[src/rtl/clk_div_multi.sv]
// clk_div_multi: NCH independent registered clock dividers with shadowed, boundary-applied configuration.
// Ports: clk, rst_n (async active-low); cfg_wr/cfg_ch/cfg_div/cfg_en write a channel shadow, cfg_ack pulses
// one cycle later; clk_out/tick/pend are per-channel outputs. Define CLKDIV_SYNC_EN to add the sync input,
// which restarts every channel at cnt=0 and applies all pending shadows on the same edge.
module clk_div_multi #(
  parameter int NCH = 4,
  parameter int DIV_W = 26,
  parameter int DIV_RST = 1024,
  parameter logic [NCH-1:0] EN_RST = '1,
  localparam int CW = NCH > 1 ? $clog2(NCH) : 1
) (
  input  logic             clk,
  input  logic             rst_n,
  input  logic             cfg_wr,
  input  logic [CW-1:0]    cfg_ch,
  input  logic [DIV_W-1:0] cfg_div,
  input  logic             cfg_en,
`ifdef CLKDIV_SYNC_EN
  input  logic             sync,
`endif
  output logic             cfg_ack,
  output logic [NCH-1:0]   clk_out,
  output logic [NCH-1:0]   tick,
  output logic [NCH-1:0]   pend
);
  logic run;
  logic rs;
`ifdef CLKDIV_SYNC_EN
  assign rs = sync;
`else
  assign rs = 1'b0;
`endif
  // run holds every counter at 0 on the first edge after reset release
  always_ff @(posedge clk or negedge rst_n)
    if (!rst_n) begin
      run <= 1'b0;
      cfg_ack <= 1'b0;
    end else begin
      run <= 1'b1;
      cfg_ack <= cfg_wr;
    end
  for (genvar i = 0; i < NCH; i++) begin : g_ch
    logic [DIV_W-1:0] cnt, d, sd, deff, dn, deffn, cntn;
    logic e, se, p, bnd, xf, en, hit, co, tk;
    assign deff = d < DIV_W'(2) ? DIV_W'(2) : d;
    assign bnd = e && cnt == deff - 1'b1;
    // shadow moves to active only between periods, so no period is ever cut short or stretched
    assign xf = p && (bnd || !e || rs);
    assign dn = xf ? sd : d;
    assign en = xf ? se : e;
    assign deffn = dn < DIV_W'(2) ? DIV_W'(2) : dn;
    assign cntn = (!e || bnd || !run || rs) ? '0 : cnt + 1'b1;
    assign hit = cfg_wr && cfg_ch == CW'(i);
    always_ff @(posedge clk or negedge rst_n)
      if (!rst_n) begin
        cnt <= '0;
        d <= DIV_W'(DIV_RST);
        e <= EN_RST[i];
        sd <= DIV_W'(DIV_RST);
        se <= EN_RST[i];
        p <= 1'b0;
        co <= 1'b0;
        tk <= 1'b0;
      end else begin
        cnt <= cntn;
        d <= dn;
        e <= en;
        sd <= hit ? cfg_div : sd;
        se <= hit ? cfg_en : se;
        p <= hit || (p && !xf);
        // outputs are decoded from next-state so they line up with the registered count
        co <= en && cntn < (deffn >> 1) + DIV_W'(deffn[0]);
        tk <= en && cntn == '0;
      end
    assign clk_out[i] = co;
    assign tick[i] = tk;
    assign pend[i] = p;
  end
endmodule

[config.mk]
export PLATFORM = sky130hd
export DESIGN_NAME = clk_div_multi
export DESIGN_NICKNAME = d
export VERILOG_FILES = /design/src/rtl/clk_div_multi.sv
export SDC_FILE = /design/constraint.sdc
export NUM_CORES = 1
export LEC_CHECK = 0
export CAP_MARGIN = 20
export CORE_MARGIN = 10
export CORE_UTILIZATION = 45
export CTS_CLUSTER_SIZE = 14
export DETAILED_ROUTE_END_ITERATION = 10
export GPL_ROUTABILITY_DRIVEN = 0
export PLACE_DENSITY = 0.64
export SKIP_CTS_REPAIR_TIMING = 1
export SYNTH_ARGS = -nofsm -noshare
export SYNTH_HDL_FRONTEND = slang
export SYNTH_SLANG_ARGS = --single-unit
[constraint.sdc]
create_clock -name clk -period 9 [get_ports clk]
set_input_delay 0.9 -clock clk [delete_from_list [all_inputs] [get_ports clk]]
set_output_delay 0.9 -clock clk [all_outputs]
set_load 0.005 [all_outputs]
==> out/qor.csv <==
metric,value,unit
min_clock_period_post_route,8480,ps
port_buffers,44,
yosysTopAreaCell,sky130_fd_sc_hd__dfrtp_1,
antenna-diode-count,0,
htreeDepth,2,
finish.net_count,2845,
worst_ir_drop_vdd,149,uV
drt.antenna.violating_nets,0,
first_pass_grt_wire_length,117000,um
worst_ep_arrival_time,8970,ps
worst_ep_required_time,9480,ps
drtPass1Iterations,6,
dieArea,0.0655,mm^2
grt_start_max_net_pins,77,
synthMostInstantiatedCell,sky130_fd_sc_hd__dfrtp_1,
syn-mean-instance-area,9.05,um^2
area.growth.synth_to_final,9.37,%
dieHeight,256,um
critical_path.reg2reg.startpoint,g_ch[2].d[18]$_DFF_PN0_,
clock_tree_from_tritoncts,built,
status,completed,
worstSetupEndpointType,flop,
setup_viol_count_final,0,
synth.area.top_cells,"sky130_fd_sc_hd__dfrtp_1 32%, sky130_fd_sc_hd__mux2_2 9.5%, sky130_fd_sc_hd__xnor2_1 6.6%",
synth_async_sr_flop_share,100,%
finClkSkew,20.5,ps
grtUsageTotal,21.8,%
timing.critical_path.slowest_cell_delay,700,ps
yosys_warnings,0,
ff2ff_path_depth,27,
placed_area,0.0259,mm^2
mappedNetlistNets,2916,
synth_seq_cells,334,
synthCells,2768,
fillerInstances,5138,
synth_top_flop_cell,sky130_fd_sc_hd__dfrtp_1,
worstSetupPathType,reg -> reg,
netlist_area,0.0251,mm^2
regToRegEndpoint,g_ch[2].co$_DFF_PN0_,
vias,21400,
cts_inserted_buffers,39,
placementRows,86,
initial_antenna_violation_count,2,
clock_pin_transition_on_the_worst_setup_and_hold_timing_paths,60,ps
synth-edff-count,0,
post-dp-hpwl,56000,um
drv.max_cap_violation_count,0,
hold_viol,0,
wire_per_inst,21.3,um
detail_route.iter0.violations,2276,
number_of_placed_cells_counting_well_taps,3403,
ios,45,
initial_util,45.5,%
max_freq,0.118,GHz
power_leakage,11.2,nW
detail_route.wirelength,74100,um
drc_errors,0,
post_layout_nonfiller_instances,3473,
hold_path_class,in -> async,
clk_buf_depth,3,
ys_seq_area_share,33.4,%
numClockSinks,334,
slew_viol_final,0,
post_route_cells_drive_above_1_share,13.4,%
start_kind,flop,
max-slew-margin-rel,35.1,%
routed_via_density,6.15,
finalCritPeriodShare,94.2,%
timing_worst_slew_pin_value,974,ps
r2r_slack,520,ps
critical-path-slowest-cell,sky130_fd_sc_hd__or4_1,
power_density,264,mW/mm^2
synth_commonest_cells,"318 x sky130_fd_sc_hd__dfrtp_1, 276 x sky130_fd_sc_hd__nor2_1, 212 x sky130_fd_sc_hd__mux2_2, 190 x sky130_fd_sc_hd__xnor2_1, 165 x sky130_fd_sc_hd__nand2_1",
critical_path_peak_fanout,11,
grt_overflow_total,0,
postLayoutCellArea,0.0274,mm^2
clock_tree.root_cell,sky130_fd_sc_hd__clkbuf_16,
synth_cell_type_count,90,
vias_in_the_first_global_route,20500,
die_w,256,um
clock_insertion_delay_worst_skew,570,ps
core-area,0.0551,mm^2
yosys.area.top_type_share,31.8,%
[how the worst max path moves through the flow]
stage | endpoint | startpoint | cells past startpoint
after floorplan | g_ch[2].co$_DFF_PN0_ | g_ch[2].d[13]$_DFF_PN0_ | 32
after global placement | g_ch[0].co$_DFF_PN0_ | g_ch[0].d[8]$_DFF_PN0_ | 30
after detailed placement | g_ch[0].co$_DFF_PN0_ | g_ch[0].d[8]$_DFF_PN0_ | 30
after CTS | g_ch[0].co$_DFF_PN0_ | g_ch[0].d[8]$_DFF_PN0_ | 30
after global routing | g_ch[0].co$_DFF_PN0_ | g_ch[0].d[15]$_DFF_PN0_ | 30
final | g_ch[2].co$_DFF_PN0_ | g_ch[2].d[18]$_DFF_PN0_ | 27
[where the power goes]
part	leakage, nW	switching (W)	internal (W)	total [W]
clock network	0.703	0.000678	0.00112	0.00180
registers	4.18	0.000791	0.00188	0.00267
logic	6.30	0.00151	0.00126	0.00277
total	11.2	0.00298	0.00426	0.00724
[stage by stage]
stage | hold WS (ps) | worst slack, ps | power (W) | utilization, % | setup TNS [ps]
2_1_floorplan | 474 | 1080 | 0.00447 | - | 0
3_3_place_gp | 496 | 448 | 0.00529 | 47.1 | 0
3_5_place_dp | 497 | 245 | 0.00537 | 47.1 | 0
4_1_cts | 259 | 188 | 0.00720 | 49.6 | 0
5_1_grt | 251 | -2.88 | 0.00767 | 49.7 | -2.88
6_report | 240 | 519 | 0.00724 | 49.7 | 0
[worst max-delay path: cells and delay by family (launching register included)]
family,cells,cell delay (ps)
compound gates,13,3160
xor+xnor,1,180
fa+ha+maj,4,1270
buf+inv,1,170
flops,1,490
mux,1,460
simple gates,7,2670
[cell type report]
cell class	count	area [um^2]	area share [%]
inverters	48	180	0.658
multi-input cells	2196	15800	57.6
clock inverters	19	327	1.19
clock buffers	50	1100	4.01
repair buffers	78	698	2.55
flip-flops and latches	334	8380	30.6
well taps	748	936	3.42
[routing by layer]
layer	wire (um)	GRT usage (%)	share of wire (%)
met5	0	0	0
met4	2090	6.41	2.8
met3	4830	4.05	6.5
met2	33900	34.8	46
met1	33300	29.5	45
[registers in the layout (all words and copies together) (netlist names)]
| name | count |
|---|---|
| g_ch.e | 4 |
| g_ch.p | 4 |
| g_ch.cnt | 104 |
| run | 1 |
| cfg_ack | 1 |
| g_ch.se | 4 |
| g_ch.co | 4 |
| g_ch.tk | 4 |
| g_ch.d | 104 |
| g_ch.sd | 104 |
[layout by cell type, fill, tap and decap left out, types with 16 or more instances in the layout]
cell and instances:
sky130_fd_sc_hd__dfrtp_1 318, sky130_fd_sc_hd__nor2_1 272, sky130_fd_sc_hd__mux2_2 212, sky130_fd_sc_hd__xnor2_1 190, sky130_fd_sc_hd__nand2_1 165, sky130_fd_sc_hd__nand3_1 149, sky130_fd_sc_hd__xor2_1 129, sky130_fd_sc_hd__ha_1 116
sky130_fd_sc_hd__nand4_1 105, sky130_fd_sc_hd__nor3_1 95, sky130_fd_sc_hd__mux2i_1 73, sky130_fd_sc_hd__nor4_1 66, sky130_fd_sc_hd__and3_1 62, sky130_fd_sc_hd__a21o_1 60, sky130_fd_sc_hd__o21ai_0 57, sky130_fd_sc_hd__a21oi_1 54
sky130_fd_sc_hd__inv_1 48, sky130_fd_sc_hd__clkdlybuf4s50_1 43, sky130_fd_sc_hd__clkbuf_16 41, sky130_fd_sc_hd__buf_4 33, sky130_fd_sc_hd__a31oi_1 27, sky130_fd_sc_hd__and2_1 27, sky130_fd_sc_hd__or3_1 24, sky130_fd_sc_hd__nand2b_1 22
sky130_fd_sc_hd__and4_1 22, sky130_fd_sc_hd__nor2b_1 21, sky130_fd_sc_hd__nand3b_1 17, sky130_fd_sc_hd__o211ai_1 17, sky130_fd_sc_hd__dfstp_2 16
[cell families after synthesis]
| logic type | count (synthesis) | share of synthesized area (%) |
|---|---|---|
| mux | 294 | 12.8 |
| compound gates | 343 | 9.51 |
| buf+inv | 238 | 3.95 |
| xor+xnor | 320 | 11.2 |
| flops | 334 | 33.4 |
| fa+ha+maj | 117 | 5.83 |
| simple gates | 1121 | 23.2 |
| other cells | 1 | 0.0150 |
Note: power is estimated with default switching activity, not from simulation.
